$ cat src/rtl/apb_pkg.sv
// Shared APB widths, requester state encoding and address helpers.
// Completer-side blocks and the requester both import this so the widths never drift.
package apb_pkg;

  localparam int ADDR_WIDTH      = 16;
  localparam int DATA_WIDTH      = 32;
  localparam int STRB_WIDTH      = 4;
  localparam int DEFAULT_TIMEOUT = 16;

  typedef enum logic [1:0] {
    IDLE   = 2'd0,
    SETUP  = 2'd1,
    ACCESS = 2'd2,
    ERROR  = 2'd3
  } state;

  // Word-aligned accesses only; the completer has no byte-lane steering.
  function automatic logic validAlign(input logic [ADDR_WIDTH-1:0] addr);
    return (addr & ADDR_WIDTH'(3)) == '0;
  endfunction

  // Upper half of the map is the privileged, non-secure, instruction window.
  function automatic logic [2:0] getPprot(input logic [ADDR_WIDTH-1:0] addr);
    return ((addr >> (ADDR_WIDTH - 1)) != '0) ? 3'b111 : 3'b000;
  endfunction

endpackage

$ cat src/rtl/apb_requester.sv
// APB requester: one valid/ready request at a time -> SETUP/ACCESS, one-cycle response pulse.
// Latency 3 cycles accept->rsp with zero waits (1 if misaligned); req_ready low whenever busy.
module apb_requester
  import apb_pkg::*;
#(
  parameter int TIMEOUT_CYCLES = DEFAULT_TIMEOUT
) (
  input  logic                  PCLK,
  input  logic                  PRESETn,
  input  logic                  req_valid,
  output logic                  req_ready,
  input  logic                  req_write,
  input  logic [ADDR_WIDTH-1:0] req_addr,
  input  logic [DATA_WIDTH-1:0] req_wdata,
  input  logic [STRB_WIDTH-1:0] req_strb,
  output logic                  rsp_valid,
  output logic [DATA_WIDTH-1:0] rsp_rdata,
  output logic                  rsp_err,
  output logic [ADDR_WIDTH-1:0] PADDR,
  output logic [2:0]            PPROT,
  output logic                  PSEL,
  output logic                  PENABLE,
  output logic                  PWRITE,
  output logic [DATA_WIDTH-1:0] PWDATA,
  output logic [STRB_WIDTH-1:0] PSTRB,
  input  logic                  PREADY,
  input  logic [DATA_WIDTH-1:0] PRDATA,
  input  logic                  PSLVERR
);

  localparam int CW = (TIMEOUT_CYCLES > 0) ? $clog2(TIMEOUT_CYCLES + 1) : 1;
  localparam logic [CW-1:0] CNT_MAX   = '1;
  localparam logic [CW-1:0] CNT_LIMIT = CW'((TIMEOUT_CYCLES > 0) ? TIMEOUT_CYCLES - 1 : 0);

  state            r_state;
  state            w_state_nxt;
  logic [CW-1:0]   r_cnt;
  logic            w_accept;
  logic            w_timeout;

  always_comb begin
    w_accept    = req_valid && req_ready;
    w_timeout   = (TIMEOUT_CYCLES != 0) && (r_cnt == CNT_LIMIT);
    w_state_nxt = r_state;
    case (r_state)
      IDLE:    if (w_accept) w_state_nxt = validAlign(req_addr) ? SETUP : ERROR;
      SETUP:   w_state_nxt = ACCESS;
      ACCESS:  if (PREADY || w_timeout) w_state_nxt = IDLE;
      ERROR:   w_state_nxt = IDLE;
      default: w_state_nxt = IDLE;
    endcase
  end

  always_ff @(posedge PCLK or negedge PRESETn) begin
    if (!PRESETn) begin
      r_state   <= IDLE;
      r_cnt     <= '0;
      req_ready <= 1'b0;
      rsp_valid <= 1'b0;
      rsp_rdata <= '0;
      rsp_err   <= 1'b0;
      PADDR     <= '0;
      PPROT     <= '0;
      PSEL      <= 1'b0;
      PENABLE   <= 1'b0;
      PWRITE    <= 1'b0;
      PWDATA    <= '0;
      PSTRB     <= '0;
    end else begin
      r_state   <= w_state_nxt;
      req_ready <= (w_state_nxt == IDLE);
      rsp_valid <= 1'b0;
      case (r_state)
        IDLE: begin
          if (w_accept) begin
            if (validAlign(req_addr)) begin
              PADDR  <= req_addr;
              PWRITE <= req_write;
              PWDATA <= req_wdata;
              PSTRB  <= req_write ? req_strb : '0;
              PPROT  <= getPprot(req_addr);
              PSEL   <= 1'b1;
            end else begin
              // Misaligned: answer locally, the bus never sees it.
              rsp_valid <= 1'b1;
              rsp_err   <= 1'b1;
            end
          end
        end
        SETUP: begin
          PENABLE <= 1'b1;
          r_cnt   <= '0;
        end
        ACCESS: begin
          if (PREADY) begin
            if (!PWRITE) rsp_rdata <= PRDATA;
            rsp_err   <= PSLVERR;
            rsp_valid <= 1'b1;
            PSEL      <= 1'b0;
            PENABLE   <= 1'b0;
          end else begin
            if (w_timeout) begin
              rsp_err   <= 1'b1;
              rsp_valid <= 1'b1;
              PSEL      <= 1'b0;
              PENABLE   <= 1'b0;
            end
            if (r_cnt != CNT_MAX) r_cnt <= r_cnt + CW'(1);
          end
        end
        default: ;
      endcase
    end
  end

endmodule

$ cat config.mk
export PLATFORM = sky130hd
export DESIGN_NAME = apb_requester
export DESIGN_NICKNAME = d
export VERILOG_FILES = /design/src/rtl/apb_pkg.sv /design/src/rtl/apb_requester.sv
export SDC_FILE = /design/constraint.sdc
export NUM_CORES = 1
export LEC_CHECK = 0
export CAP_MARGIN = 20
export CELL_PAD_IN_SITES_DETAIL_PLACEMENT = 1
export CELL_PAD_IN_SITES_GLOBAL_PLACEMENT = 1
export CORE_MARGIN = 2
export CORE_UTILIZATION = 35
export CTS_BUF_LIST = sky130_fd_sc_hd__clkbuf_2 sky130_fd_sc_hd__clkbuf_4 sky130_fd_sc_hd__clkbuf_8
export DETAILED_ROUTE_END_ITERATION = 16
export PLACE_DENSITY = 0.86
export SLEW_MARGIN = 20
export SYNTH_ARGS = -nofsm -noshare
export SYNTH_HDL_FRONTEND = slang
export SYNTH_SLANG_ARGS = --single-unit
$ cat constraint.sdc
create_clock -name PCLK -period 2.3 [get_ports PCLK]
set_input_delay 0.69 -clock PCLK [delete_from_list [all_inputs] [get_ports PCLK]]
set_output_delay 0.69 -clock PCLK [all_outputs]
set_load 0.05 [all_outputs]
**Word level (Yosys, flattened, before mapping)**

Cells that the tools add are included.
Widths: inputs -> output; s select.

- Output and inout bits: 93
- Input port bits: 90
- Logic and storage cells: 64
- Register bits: 100

- Multiplexer cells: 25
- Reductions and logical operators: 13
- Bitwise gates (word level): 1
- Add/sub/neg operators: 1
- Equality and inequality tests: 11

Operators by type and width:

| kind | count |
|---|---|
| $logic_not 16->1 | 1 |
| $mux 1 | 12 |
| $mux 5 | 2 |
| $ne 2x2->1 const B | 5 |
| $pmux 5 s2 | 1 |
| $reduce_and 3->1 | 3 |
| $pmux 1 s2 | 4 |
| $pmux 2 s4 | 1 |
| $reduce_and 4->1 | 2 |
| $mux 2 | 3 |
| $add 5x1->5 const B | 1 |
| $eq 5x4->1 const B | 1 |
| $ne 5x5->1 const B | 1 |
| $eq 2x2->1 const B | 2 |
| $logic_not 2->1 | 2 |
| $mux 4 | 1 |
| $reduce_bool 2->1 | 2 |
| $mux 3 | 1 |
| $ne 3x3->1 const B | 1 |
| $eq 2x1->1 const B | 1 |
| $reduce_and 2->1 | 1 |
| $logic_and 1x1->1 | 1 |
| $logic_or 1x1->1 | 1 |
| $not 1->1 | 1 |

**Longest topological paths before layout**

- Word-level depth: 5
- Mapped depth: 8
- Mapped depth without buffers: 6

**Worst setup path before layout**

OpenSTA, ideal clock, no wires.

- Path kind: reg-to-reg
- Start: register r_cnt[0]
- End: register r_cnt[3]
- Stages on the path, launching flop included: 8
- Path buffers: 1
- Library setup time: 69 ps
- Clock period less this slack: 1,923 ps
- Data required time: 2,231 ps
- Arrival: 1,854 ps
- Setup slack: 377 ps
- Cell sequence: dfrtp_1 ha_1 and3_1 ha_1 or2_1 clkbuf_2 or4_1 nand3_1

- Cells in the longest elaborated chain, start to end: 4
- Elaborated cells between the ends (all ways): 7
- Those cells by class: 1 x add/sub; 2 x eq/ne; 3 x mux; 1 x reduce/logical

RTL lines:

| item | line | text |
|---|---|---|
| start: declaration | apb_requester.sv:37 | `logic [CW-1:0] r_cnt;` |
| start signal: assignment | apb_requester.sv:108 | `if (r_cnt != CNT_MAX) r_cnt <= r_cnt + CW'(1);` |
| $add 5x1->5 | apb_requester.sv:108 |  |
| $mux 5 | apb_requester.sv:108 |  |
| $mux 5 | apb_requester.sv:95 | `if (PREADY) begin` |
| $pmux 5 s2 | apb_requester.sv:73 | `case (r_state)` |

Several ways; a longest one is shown, not always the timed one. The select of a mux whose other input is x is not followed.
A chain may end at the register's enable or synchronous reset.

**Worst setup path in the final report**

- Start: register PADDR[14]
- End: output PADDR[14]

RTL lines:

| item | line | text |
|---|---|---|
| start: declaration | apb_requester.sv:19 | `output logic [ADDR_WIDTH-1:0] PADDR,` |
| start signal: assignment | apb_requester.sv:77 | `PADDR <= req_addr;` |

No word-level cell between the ends.

==> metrics.md <==
| Metric | Value |
|---|---|
| Final setup violation count | `0` |
| Via Count | `between 2000 and 3000` |
| Setup slack after layout | `~36 ps` |
| Number of global-route vias before repair | `3312` |
| Crit-path cells | `clkdlybuf4s50_1` |
| Clk buf depth | `2` |
| RSZ-0062 raised after global routing | `no` |
| Net Count, Synth | `367` |
| Slew margin rel. | `63.79%` |
| Switching Share | `47.06%` |
| Pwr dens | `1666 nW/um2` |
| DRT Pass-1 Iters | `3` |
| Most used flip-flop cell after synthesis | `dfrtp_1` |
| Global-route met3 utilization | `3.653%` |
| Final TNS setup | `0 ps` |
| Clock root cell | `clkbuf_8` |
| Ant. Diodes | `0` |
| GR peak layer | `met2` |
| Final ANT Viol Nets | `0` |
| Worst vdd ir | `568.0 uV` |
| Worst Path Max Fanout | `2` |
| GPL Wtd Cong | `0.7865` |
| Slowest-stage cell, CP | `clkdlybuf4s50_1` |
| Slew Viols, Final | `0` |
| CP bufs+invs | `1` |
| Sequential cell area | `between 2000 and 2500 um2` |
| Placed Instances | `just under 600` |
| Net Sw Power | `5054 uW` |
| Post-Syn Area | `4272 um2` |
| Area Growth Syn to Fin | `50.88%` |
| Post-CTS Setup Inserts | `0` |
| Die Ht | `~110 um` |
| TritonCTS Buffers | `9` |
| Max Cap Violations | `0` |
| Clk Latency, worst-skew pair | `approximately 360 ps` |
| Grt ovf | `0` |
| Sink Count | `slightly below 100` |
| Antenna violations before repair | `0` |
| Met1 usage | `21.44%` |
| Total I/O pin count | `183` |
| Status | `completed` |
| GRT Util Overall | `17.93%` |
| Worst-Margin Slew | `541.5 ps` |
| FF+latch count, synth | `97` |
| Leak Pwr | `0.003154 uW` |
| Die ar. | `around 13000 um2` |
| H-tree lvl count | `3` |
| Hold Buf Count CTS | `0` |
| Post-synth EDFFs | `0` |
| DR DRC count | `0` |
| Die width | `114.5 um` |
| Min-delay worst type | `primary input to async pin` |
| Critical Path Max Stage Delay | `between 800 and 900 ps` |
| Required time of the critical path | `1610 ps` |
| Crit-path leading delay family | `buffers and inverters` |
| DRT iter0 DRCs | `84` |
| Top post-synthesis cells by area | `dfrtp_1 (57%), mux2_4 (26%), buf_6 (1.8%)` |
| Ratio of cells with drive above 1 in the final layout | `25.22%` |
| Cell count after synthesis | `271` |
| Core Region | `11960 um2` |
| Fin. Hold Viols | `0` |
| Critical path launch point type | `flip-flop` |
| Vias per cell | `4.792` |
| Logic gate share of total power | `60.7%` |
| Period utilization | `98.42%` |
| CTS tree | `built` |
| Initial core utilization | `35.71%` |
| Min cycle time layout | `2264 ps` |
| Clock transition at the registers of the reported paths | `90 ps` |
| Drt wl/cell | `18.82 um` |
| Drt total wl | `11500 um` |
| Cell accounting for the most synthesized area | `dfrtp_1` |
| Clock share of power | `10.9%` |
| Synth warn | `0` |
| Global-route wire length before repair | `18080 um` |
| Post-synthesis sequential area ratio | `between 50% and 60%` |
| Power consumption | `10740 uW` |
| Multi-input gate area | `1637 um2` |
| Max Freq | `approximately 440 MHz` |
| Fill cells | `1183` |
| Post-synth ARST share | `100.0%` |
| Layout Nets | `555` |
| IO Port Bufs | `~180` |
| DP Wirelength | `8633 um` |
| CP Class | `flip-flop to output pin` |
| Syn Area/Cell | `15.76 um2` |
| Top cell type's share of synthesized area | `56.82%` |
| Place WS | `about 81 ps` |
| Met2 Use GR | `approximately a third` |
| Yosys cell types | `37` |
| # rows | `40` |
| Critical path arrival | `approximately 1600 ps` |
| Power Internal | `5686 uW` |
| Clock Skew | `slightly below 10 ps` |
| Endpoint class of the critical path | `output pin` |
| Final instance count without filler cells | `611` |
| Largest net degree at the start of global routing | `98` |
| Seq pwr share | `28.4%` |
-- repair_timing --
item                                    CTS  global route
pin swaps                                 0             0
gates resized for setup                   5            15
endpoints found under the setup margin    5            15
-- cell usage in the layout (no fill, tap or decap), types with 3 or more instances in the layout --
cell type	count
dlymetal6s2s_1	15
mux2_2	6
nor2_1	8
or2_2	3
buf_12	3
dlygate4sd2_1	5
a21oi_1	4
o211ai_1	3
buf_4	13
nand2_1	9
clkbuf_8	11
inv_1	7
ha_1	6
clkdlybuf4s50_1	157
o21ai_0	11
o22ai_1	3
dfrtp_1	97
mux2_4	73
-- cells in the mapped netlist, types with 2 or more instances --
cell type	n
a21oi_1	4
and2_1	2
buf_12	3
buf_4	5
buf_6	7
dfrtp_1	97
ha_1	6
inv_1	7
mux2_2	6
mux2_4	73
nand2_1	9
nand3_1	2
nor2_1	8
nor3b_1	2
nor4b_1	2
o211ai_1	3
o21ai_0	11
o22ai_1	3
or2_1	2
or2_2	2
-- layout make-up --
cell class / count / share of cell area (%)
sequential: 97 / 37.66
timing repair buffer: 193 / 30.42
multi-input combinational: 151 / 25.39
tap: 147 / 2.854
clock buffer: 12 / 2.466
clock inverter: 4 / 0.7960
inverter: 7 / 0.4077
-- registers in the layout (all words and copies together) (netlist names) --
name	flops
PWDATA	32
rsp_rdata	32
PADDR	15
r_cnt	5
PSTRB	4
r_state	2
PENABLE	1
PPROT	1
PSEL	1
PWRITE	1
req_ready	1
rsp_err	1
rsp_valid	1
-- layer usage --
metal,vias up,routed length (um)
li1,1317,-
met1,1488,4689
met2,106,5968
met3,17,558
met4,0,279
met5,-,0
-- logic make-up (layout without fill, tap and decap cells) --
logic type      Yosys count  count (layout)  synth area share [%]
flops                    97              97                 56.82
mux                      79              79                 27.24
simple gates             36              36                 4.863
compound gates           30              30                 4.453
buf+inv                  23             216                 4.863
fa+ha+maj                 6               6                 1.757
-- worst paths after layout --
kind	cells past startpoint	startpoint	end	slack, ps
worst max register to register	6	r_cnt[0]	r_cnt[3]	340
min in group PCLK	1	PADDR[1]	PADDR[1]	510
worst max-delay path	1	PADDR[14]	PADDR[14]	40
max in group asynchronous	2	PRESETn	rsp_rdata[7]	1520
worst min register to register	1	PADDR[1]	PADDR[1]	510
worst min-delay path	2	PRESETn	PADDR[7]	370
-- per-stage QoR --
step,hold slack [ps],util (%),area (um2)
2_1_floorplan,394.4,-,4272
3_3_place_gp,472.0,51.86,6203
3_5_place_dp,483.4,51.86,6203
4_1_cts,380.8,53.57,6407
5_1_grt,398.9,53.88,6445
6_report,374.0,53.88,6445
-- power by group through the flow --
| stage | clock, uW | sequential, uW | combinational (uW) |
|---|---|---|---|
| global placement | 0 | 3020 | 6450 |
| floorplan | 0 | 5690 | 1820 |
| global route | 1280 | 3150 | 6780 |
| finish | 1170 | 3050 | 6520 |
| detailed placement | 0 | 3090 | 6590 |
| CTS | 1220 | 3060 | 6580 |
No activity file was read; power rests on OpenSTA's default activity.
